### src/rtl/npu_pkg.sv
// Shared NPU constants and the accumulator-controller state encoding.
// Sized for the default 16-column array with 4096 accumulator words.
package npu_pkg;

    localparam int SYS_COL    = 16;
    localparam int DATA_WIDTH = 16;
    localparam int ACCUM_SIZE = 4096;
    localparam int ACCUM_ROW  = ACCUM_SIZE / SYS_COL;
    localparam int ADDR_WIDTH = 8;

    typedef enum logic [1:0] {
        ST_IDLE  = 2'd0,
        ST_WAIT  = 2'd1,
        ST_RUN   = 2'd2,
        ST_DRAIN = 2'd3
    } state_t;

endpackage

### src/rtl/accum_col_lane.sv
// One accumulator column: captures the column's partial sum on its arrival
// strobe and writes it (optionally added to the bank read data) one cycle later.
module accum_col_lane
    import npu_pkg::*;
#(
    parameter int DATA_WIDTH = npu_pkg::DATA_WIDTH
) (
    input  logic                  clk,
    input  logic                  rstn,
    input  logic                  i_strobe,
    input  logic                  i_mode,
    input  logic                  i_clr,
    input  logic [DATA_WIDTH-1:0] i_psum,
    input  logic [DATA_WIDTH-1:0] i_rd_data,
    output logic                  o_rd_en,
    output logic [ADDR_WIDTH-1:0] o_rd_addr,
    output logic                  o_wr_en,
    output logic [ADDR_WIDTH-1:0] o_wr_addr,
    output logic [DATA_WIDTH-1:0] o_wr_data
);

    logic [ADDR_WIDTH-1:0] r_row;
    logic [DATA_WIDTH-1:0] r_psum;
    logic                  r_wr_en;
    logic [ADDR_WIDTH-1:0] r_wr_addr;
    logic [DATA_WIDTH-1:0] r_wr_hold;
    logic [DATA_WIDTH-1:0] w_sum;

    // Read data for the strobed row lands exactly in the write cycle.
    assign w_sum = i_mode ? (i_rd_data + r_psum) : r_psum;

    always_ff @(posedge clk) begin
        if (!rstn) begin
            r_row     <= '0;
            r_psum    <= '0;
            r_wr_en   <= 1'b0;
            r_wr_addr <= '0;
            r_wr_hold <= '0;
        end else begin
            r_wr_en <= i_strobe;
            if (i_strobe) begin
                r_psum    <= i_psum;
                r_wr_addr <= r_row;
            end
            if (i_clr) begin
                r_row <= '0;
            end else if (i_strobe) begin
                r_row <= r_row + ADDR_WIDTH'(1);
            end
            if (r_wr_en) begin
                r_wr_hold <= w_sum;
            end
        end
    end

    assign o_rd_en   = i_strobe & i_mode;
    assign o_rd_addr = r_row;
    assign o_wr_en   = r_wr_en;
    assign o_wr_addr = r_wr_addr;
    assign o_wr_data = r_wr_en ? w_sum : r_wr_hold;

endmodule

### src/rtl/accum_mem_ctrl.sv
// Drains skewed systolic-array partial sums into per-column accumulator banks,
// either overwriting or read-modify-writing each row.
module accum_mem_ctrl
    import npu_pkg::*;
#(
    parameter int SYS_COL    = npu_pkg::SYS_COL,
    parameter int DATA_WIDTH = npu_pkg::DATA_WIDTH,
    parameter int ACCUM_SIZE = npu_pkg::ACCUM_SIZE,
    parameter int SA_LAT     = 16
) (
    input  logic                                 clk,
    input  logic                                 rstn,
    input  logic                                 start,
    input  logic                                 accum_mode,
    input  logic [DATA_WIDTH-1:0]                num_row,
    input  logic [SYS_COL-1:0][DATA_WIDTH-1:0]   psum_in,
    input  logic [SYS_COL-1:0][DATA_WIDTH-1:0]   rd_data,
    output logic [SYS_COL-1:0]                   rd_en,
    output logic [SYS_COL-1:0][ADDR_WIDTH-1:0]   rd_addr,
    output logic [SYS_COL-1:0]                   wr_en,
    output logic [SYS_COL-1:0][ADDR_WIDTH-1:0]   wr_addr,
    output logic [SYS_COL-1:0][DATA_WIDTH-1:0]   wr_data,
    output logic                                 busy,
    output logic                                 done,
    output state_t                               dbg_state
);

    localparam int N_ROWS = ACCUM_SIZE / SYS_COL;
    localparam int N_W    = $clog2(N_ROWS + 1);
    localparam int CNT_W  = $clog2(N_ROWS + SYS_COL + SA_LAT) + 1;

    state_t             r_state;
    logic               r_mode;
    logic [N_W-1:0]     r_n;
    logic [N_W-1:0]     r_inj;
    logic [CNT_W-1:0]   r_cnt;
    logic [SYS_COL-1:0] r_arr;
    logic               r_done;

    logic [N_W-1:0]     w_n;
    logic               w_wait_last;
    logic               w_run_last;
    logic               w_inject;

    always_comb begin
        w_n = N_W'(num_row);
        if (num_row > DATA_WIDTH'(N_ROWS)) begin
            w_n = N_W'(N_ROWS);
        end
    end

    assign w_wait_last = (r_state == ST_WAIT) && (r_cnt == CNT_W'(SA_LAT - 1));
    assign w_run_last  = (r_state == ST_RUN)
                       && (r_cnt == CNT_W'(r_n) + CNT_W'(SYS_COL - 2));
    // Row 0 enters on the WAIT->RUN edge; the remaining rows follow one per RUN cycle.
    assign w_inject    = w_wait_last || ((r_state == ST_RUN) && (r_inj < r_n));

    always_ff @(posedge clk) begin
        if (!rstn) begin
            r_state <= ST_IDLE;
            r_mode  <= 1'b0;
            r_n     <= '0;
            r_inj   <= '0;
            r_cnt   <= '0;
            r_arr   <= '0;
            r_done  <= 1'b0;
        end else begin
            r_done <= 1'b0;
            case (r_state)
                ST_IDLE: begin
                    if (start) begin
                        r_mode <= accum_mode;
                        r_n    <= w_n;
                        r_cnt  <= '0;
                        r_inj  <= '0;
                        if (w_n == '0) begin
                            r_done <= 1'b1;
                        end else begin
                            r_state <= ST_WAIT;
                        end
                    end
                end
                ST_WAIT: begin
                    r_cnt <= r_cnt + CNT_W'(1);
                    if (w_wait_last) begin
                        r_state <= ST_RUN;
                        r_cnt   <= '0;
                    end
                end
                ST_RUN: begin
                    r_cnt <= r_cnt + CNT_W'(1);
                    if (w_run_last) begin
                        r_state <= ST_DRAIN;
                    end
                end
                ST_DRAIN: begin
                    r_state <= ST_IDLE;
                    r_done  <= 1'b1;
                end
                default: begin
                    r_state <= ST_IDLE;
                end
            endcase

            if (w_inject) begin
                r_inj <= r_inj + N_W'(1);
            end
            if (w_run_last) begin
                r_arr <= '0;
            end else if (w_inject || (r_state == ST_RUN)) begin
                r_arr <= {r_arr[SYS_COL-2:0], w_inject};
            end
        end
    end

    for (genvar c = 0; c < SYS_COL; c++) begin : g_lane
        accum_col_lane #(
            .DATA_WIDTH (DATA_WIDTH)
        ) u_lane (
            .clk       (clk),
            .rstn      (rstn),
            .i_strobe  (r_arr[c]),
            .i_mode    (r_mode),
            .i_clr     (w_run_last),
            .i_psum    (psum_in[c]),
            .i_rd_data (rd_data[c]),
            .o_rd_en   (rd_en[c]),
            .o_rd_addr (rd_addr[c]),
            .o_wr_en   (wr_en[c]),
            .o_wr_addr (wr_addr[c]),
            .o_wr_data (wr_data[c])
        );
    end

    assign busy      = (r_state != ST_IDLE);
    assign done      = r_done;
    assign dbg_state = r_state;

endmodule

### config.mk
export PLATFORM = sky130hd
export DESIGN_NAME = accum_mem_ctrl
export DESIGN_NICKNAME = d
export VERILOG_FILES = /design/src/rtl/npu_pkg.sv /design/src/rtl/accum_col_lane.sv /design/src/rtl/accum_mem_ctrl.sv
export SDC_FILE = /design/constraint.sdc
export NUM_CORES = 2
export LEC_CHECK = 0
export CORE_AREA = 3 3 418 420
export DETAILED_ROUTE_END_ITERATION = 16
export DIE_AREA = 0 0 421 423
export PLACE_DENSITY = 0.52
export SLEW_MARGIN = 20
export SYNTH_ARGS = -nofsm -noshare
export SYNTH_HDL_FRONTEND = slang
export SYNTH_SLANG_ARGS = --single-unit
### constraint.sdc
create_clock -name clk -period 4.3 [get_ports clk]
set_input_delay 0.645 -clock clk [delete_from_list [all_inputs] [get_ports clk]]
set_output_delay 0.645 -clock clk [all_outputs]
set_load 0.01 [all_outputs]
==> metrics.md <==
| Metric | Value |
|---|---|
| Fin crit period | 4.23 ns |
| Syn Area/Cell | 8.63 µm² |
| Layout Utilization | 37.6% |
| Critical path arrival | 3.59 ns |
| Buf/Inv on CP | 3 |
| Io pins | 1080 |
| Status | finished clean |
| Drt wl/cell | 21.4 µm |
| Mapped Area | 45300 µm² |
| Worst Tran Pin Value | 0.947 ns |
| Ys Warns | 0 |
| GRT Util Overall | 20.3% |
| Drt first pass iters | 5 |
| Startpoint Class | input port |
| Die Width | 421 µm |
| Initial drt markers | 2449 |
| Hold Buf Count CTS | 0 |
| VDD IR max | 0.302 mV |
| Seq/Total Area, Yosys | 36.8% |
| Hold Crit Class | input port to flop |
| RSZ-0062 raised after global routing | true |
| Dpl cell area | 60000 µm² |
| Worst-path clk slew | 0.06 ns |
| Critical Path RT | 3.65 ns |
| Port buffer count | 1079 |
| Final setup vio count | 0 |
| First-pass GRT wire length | 274000 µm |
| Cell taking the most area after synthesis | dfxtp_1 |
| Crit-path cells | clkdlybuf4s50_1 > ha_1 > a211oi_2 > or3_1 > a21boi_1 > a21bo_2 > o221a_2 > o21a_1 > a21boi_1 > nor4_2 > buf_4 > dlygate4sd2_1 |
| Chip Height | 423 µm |
| TritonCTS Sinks | 832 |
| Initial core utilization | 26.4% |
| Antenna Nets Post-Route | 0 |
| Relative slew slack | 36.8% |
| Nets | 7249 |
| Total die area | 178000 µm² |
| Share of the synthesized area in the top cell type | 36.8% |
| Max-Cap Viols | 0 |
| Post-route clock period utilization | 98.5% |
| Largest net degree at the start of global routing | 96 |
| Synthesized flop and latch total | 832 |
| Vias | 42.3k |
| Skew final | 0.0258 ns |
| Core Rows | 152 |
| Routed WL | 190000 µm |
| Root Driver | clkbuf_16 |
| Vias in the first global route | 40.3k |
| Fillers | 17.4k |
| GPL Wtd Cong | 0.926 |
| Final instance area | 64400 µm² |
| Mapped Cells | 5253 |
| Setup crit end kind | output port |
| CTS tree | yes |
| Yosys cell types | 80 |
| CP max stage cell | clkdlybuf4s50_1 |
| Top Family by Delay on Critical Path | compound AO/OA/AOI/OAI gates |
| Initial antenna violation count | 53 |
| CTS buffer count | 104 |
| Primary FF master, synth | dfxtp_1 |
| Peak Freq | 0.236 GHz |
| Gr ovfl total | 0 |
| Async S/R FF share, synth | 0% |
| Final hold violations | 0 |
| Max stage delay on crit path | 0.57 ns |
| Synth-to-layout area growth | 42.1% |
| Final HPWL DP | 145000 µm |
| Crit-path most repeated cell | a21boi_1 |
| Syn_nets | 6072 |
| Crit path kind | input port to output port |
| Clk buf depth | 3 |
| Clock Latency Late Sink | 0.75 ns |
| Post-synth EDFFs | 0 |
| Layout cells sized above 1 | 10.6% |
| Worst Path Max Fanout | 2 |
| Pwr Density | 304 nW/µm² |
| Synth area leaders | dfxtp_1 37%, mux2i_1 12%, nor2_1 7.8% |
| Leak | 25.6 nW |
| DRC viols | 0 |
| Via/cell ratio | 4.78 |
| H-tree depth | 3 |
| Slew Limit Fails | 0 |
| Core region area | 171000 µm² |
==> through the flow <==
step / TNS [ns] / hold slack [ns] / power (mW) / std cells / worst slack [ns]
2_1_floorplan: 0 / 0.456 / 9.15 / 5253 / 0.931
3_3_place_gp: -5.65 / 0.466 / 10.4 / 8611 / -0.344
3_5_place_dp: -6.40 / 0.472 / 10.4 / 8611 / -0.324
4_1_cts: -0.0455 / 0.134 / 19.9 / 8812 / -0.0455
5_1_grt: -0.129 / 0.163 / 20.3 / 8859 / -0.0630
6_report: 0 / 0.232 / 19.5 / 8865 / 0.0650
==> cells by family after synthesis <==
family,synth area share [%]
xor+xnor,5.35
fa+ha+maj,8.19
compound gates,14.7
simple gates,18.7
mux,12.4
flops,36.8
buf+inv,3.91
==> Yosys cell counts (19+ instances only) <==
cell type and n:
a31oi_1 66, and3_1 36, mux2_2 26, nand3b_1 19, a21oi_1 376, xor2_1 110
and2_1 207, a211oi_1 81, o31ai_1 19, mux2i_1 532, buf_1 27, nand2b_1 35
o21ai_0 132, or3_1 21, buf_4 32, ha_1 271, nand4_1 66, a21o_1 90
nand3_1 61, nor2b_1 90, nor2_1 947, xnor2_1 167, clkbuf_1 225, dfxtp_1 832
buf_2 22, nand2_1 212, o21a_1 68, nor3_1 73, inv_1 126
==> sequential cells by signal, summed over array words and instances, names as in the netlist <==
signal and count:
g_lane.u_lane.r_psum 256, g_lane.u_lane.r_wr_hold 256, g_lane.u_lane.o_rd_addr 128, g_lane.u_lane.o_wr_addr 128, g_lane.u_lane.o_wr_en 16, r_arr 16, r_cnt 10, r_inj 9
r_n 9, dbg_state 2, done 1, r_mode 1
==> worst paths after layout <==
check        cells after the start                                    endpoint                                startpoint  slack, ns
max reg2reg                     10  g_lane[13].u_lane.r_wr_hold[13]$_SDFF_PN0_  g_lane[13].u_lane.r_psum[4]$_SDFFE_PN0P_       1.55
min reg2reg                      2    g_lane[1].u_lane.r_wr_hold[7]$_SDFF_PN0_  g_lane[1].u_lane.r_wr_hold[7]$_SDFF_PN0_       0.48
min                              2                       r_cnt[7]$_SDFFE_PN0P_                                      rstn       0.23
max                             12                                wr_data[191]                              rd_data[177]       0.07
==> cell type report <==
class                      instances  area (µm²)  share of cell area, %
sequential                       832       16700                   25.9
multi-input combinational       3988       27400                   42.5
clock buffer                     151        3030                   4.71
tap                             2310        2890                   4.49
inverter                         127         489                  0.760
timing repair buffer            1377       13300                   20.6
antenna                           40         100                  0.155
clock inverter                    40         551                  0.855
==> cell usage in the layout, fill, tap and decap left out, drive strengths merged, types with 168 or more instances in the layout <==
| cell | synthesis | routed |
|---|---|---|
| clkdlybuf4s50 | 0 | 959 |
| mux2i | 532 | 532 |
| buf | 81 | 312 |
| nor2 | 947 | 947 |
| clkbuf | 225 | 168 |
| nand2 | 212 | 212 |
| and2 | 207 | 207 |
| dfxtp | 832 | 832 |
| a21oi | 385 | 385 |
| ha | 271 | 271 |
==> report_power, final <==
group | total (mW) | switching [mW] | internal (mW) | leakage [nW]
clock | 9.27 | 3.72 | 5.55 | 1.76
combinational | 2.48 | 1.36 | 1.12 | 17.1
sequential | 7.80 | 0.0474 | 7.75 | 6.71
total | 19.5 | 5.13 | 14.4 | 25.6
==> metal layers <==
| metal | vias up | GRT usage (%) | routed length (µm) |
|---|---|---|---|
| met1 | 20211 | 25.2 | 81900 |
| met4 | 14 | 8.18 | 6650 |
| met5 | - | 0 | 89 |
| met3 | 271 | 4.66 | 10500 |
| met2 | 1087 | 34.0 | 90600 |
| li1 | 20763 | - | - |
==> what timing repair did <==
| item | 4_1_cts | 5_1_grt |
|---|---|---|
| buffers inserted | 10 | 14 |
| pin swaps | 26 | 40 |
| setup endpoints to repair | 92 | 96 |
| resized for setup | 130 | 173 |
Power figures use the tool's default switching activity.
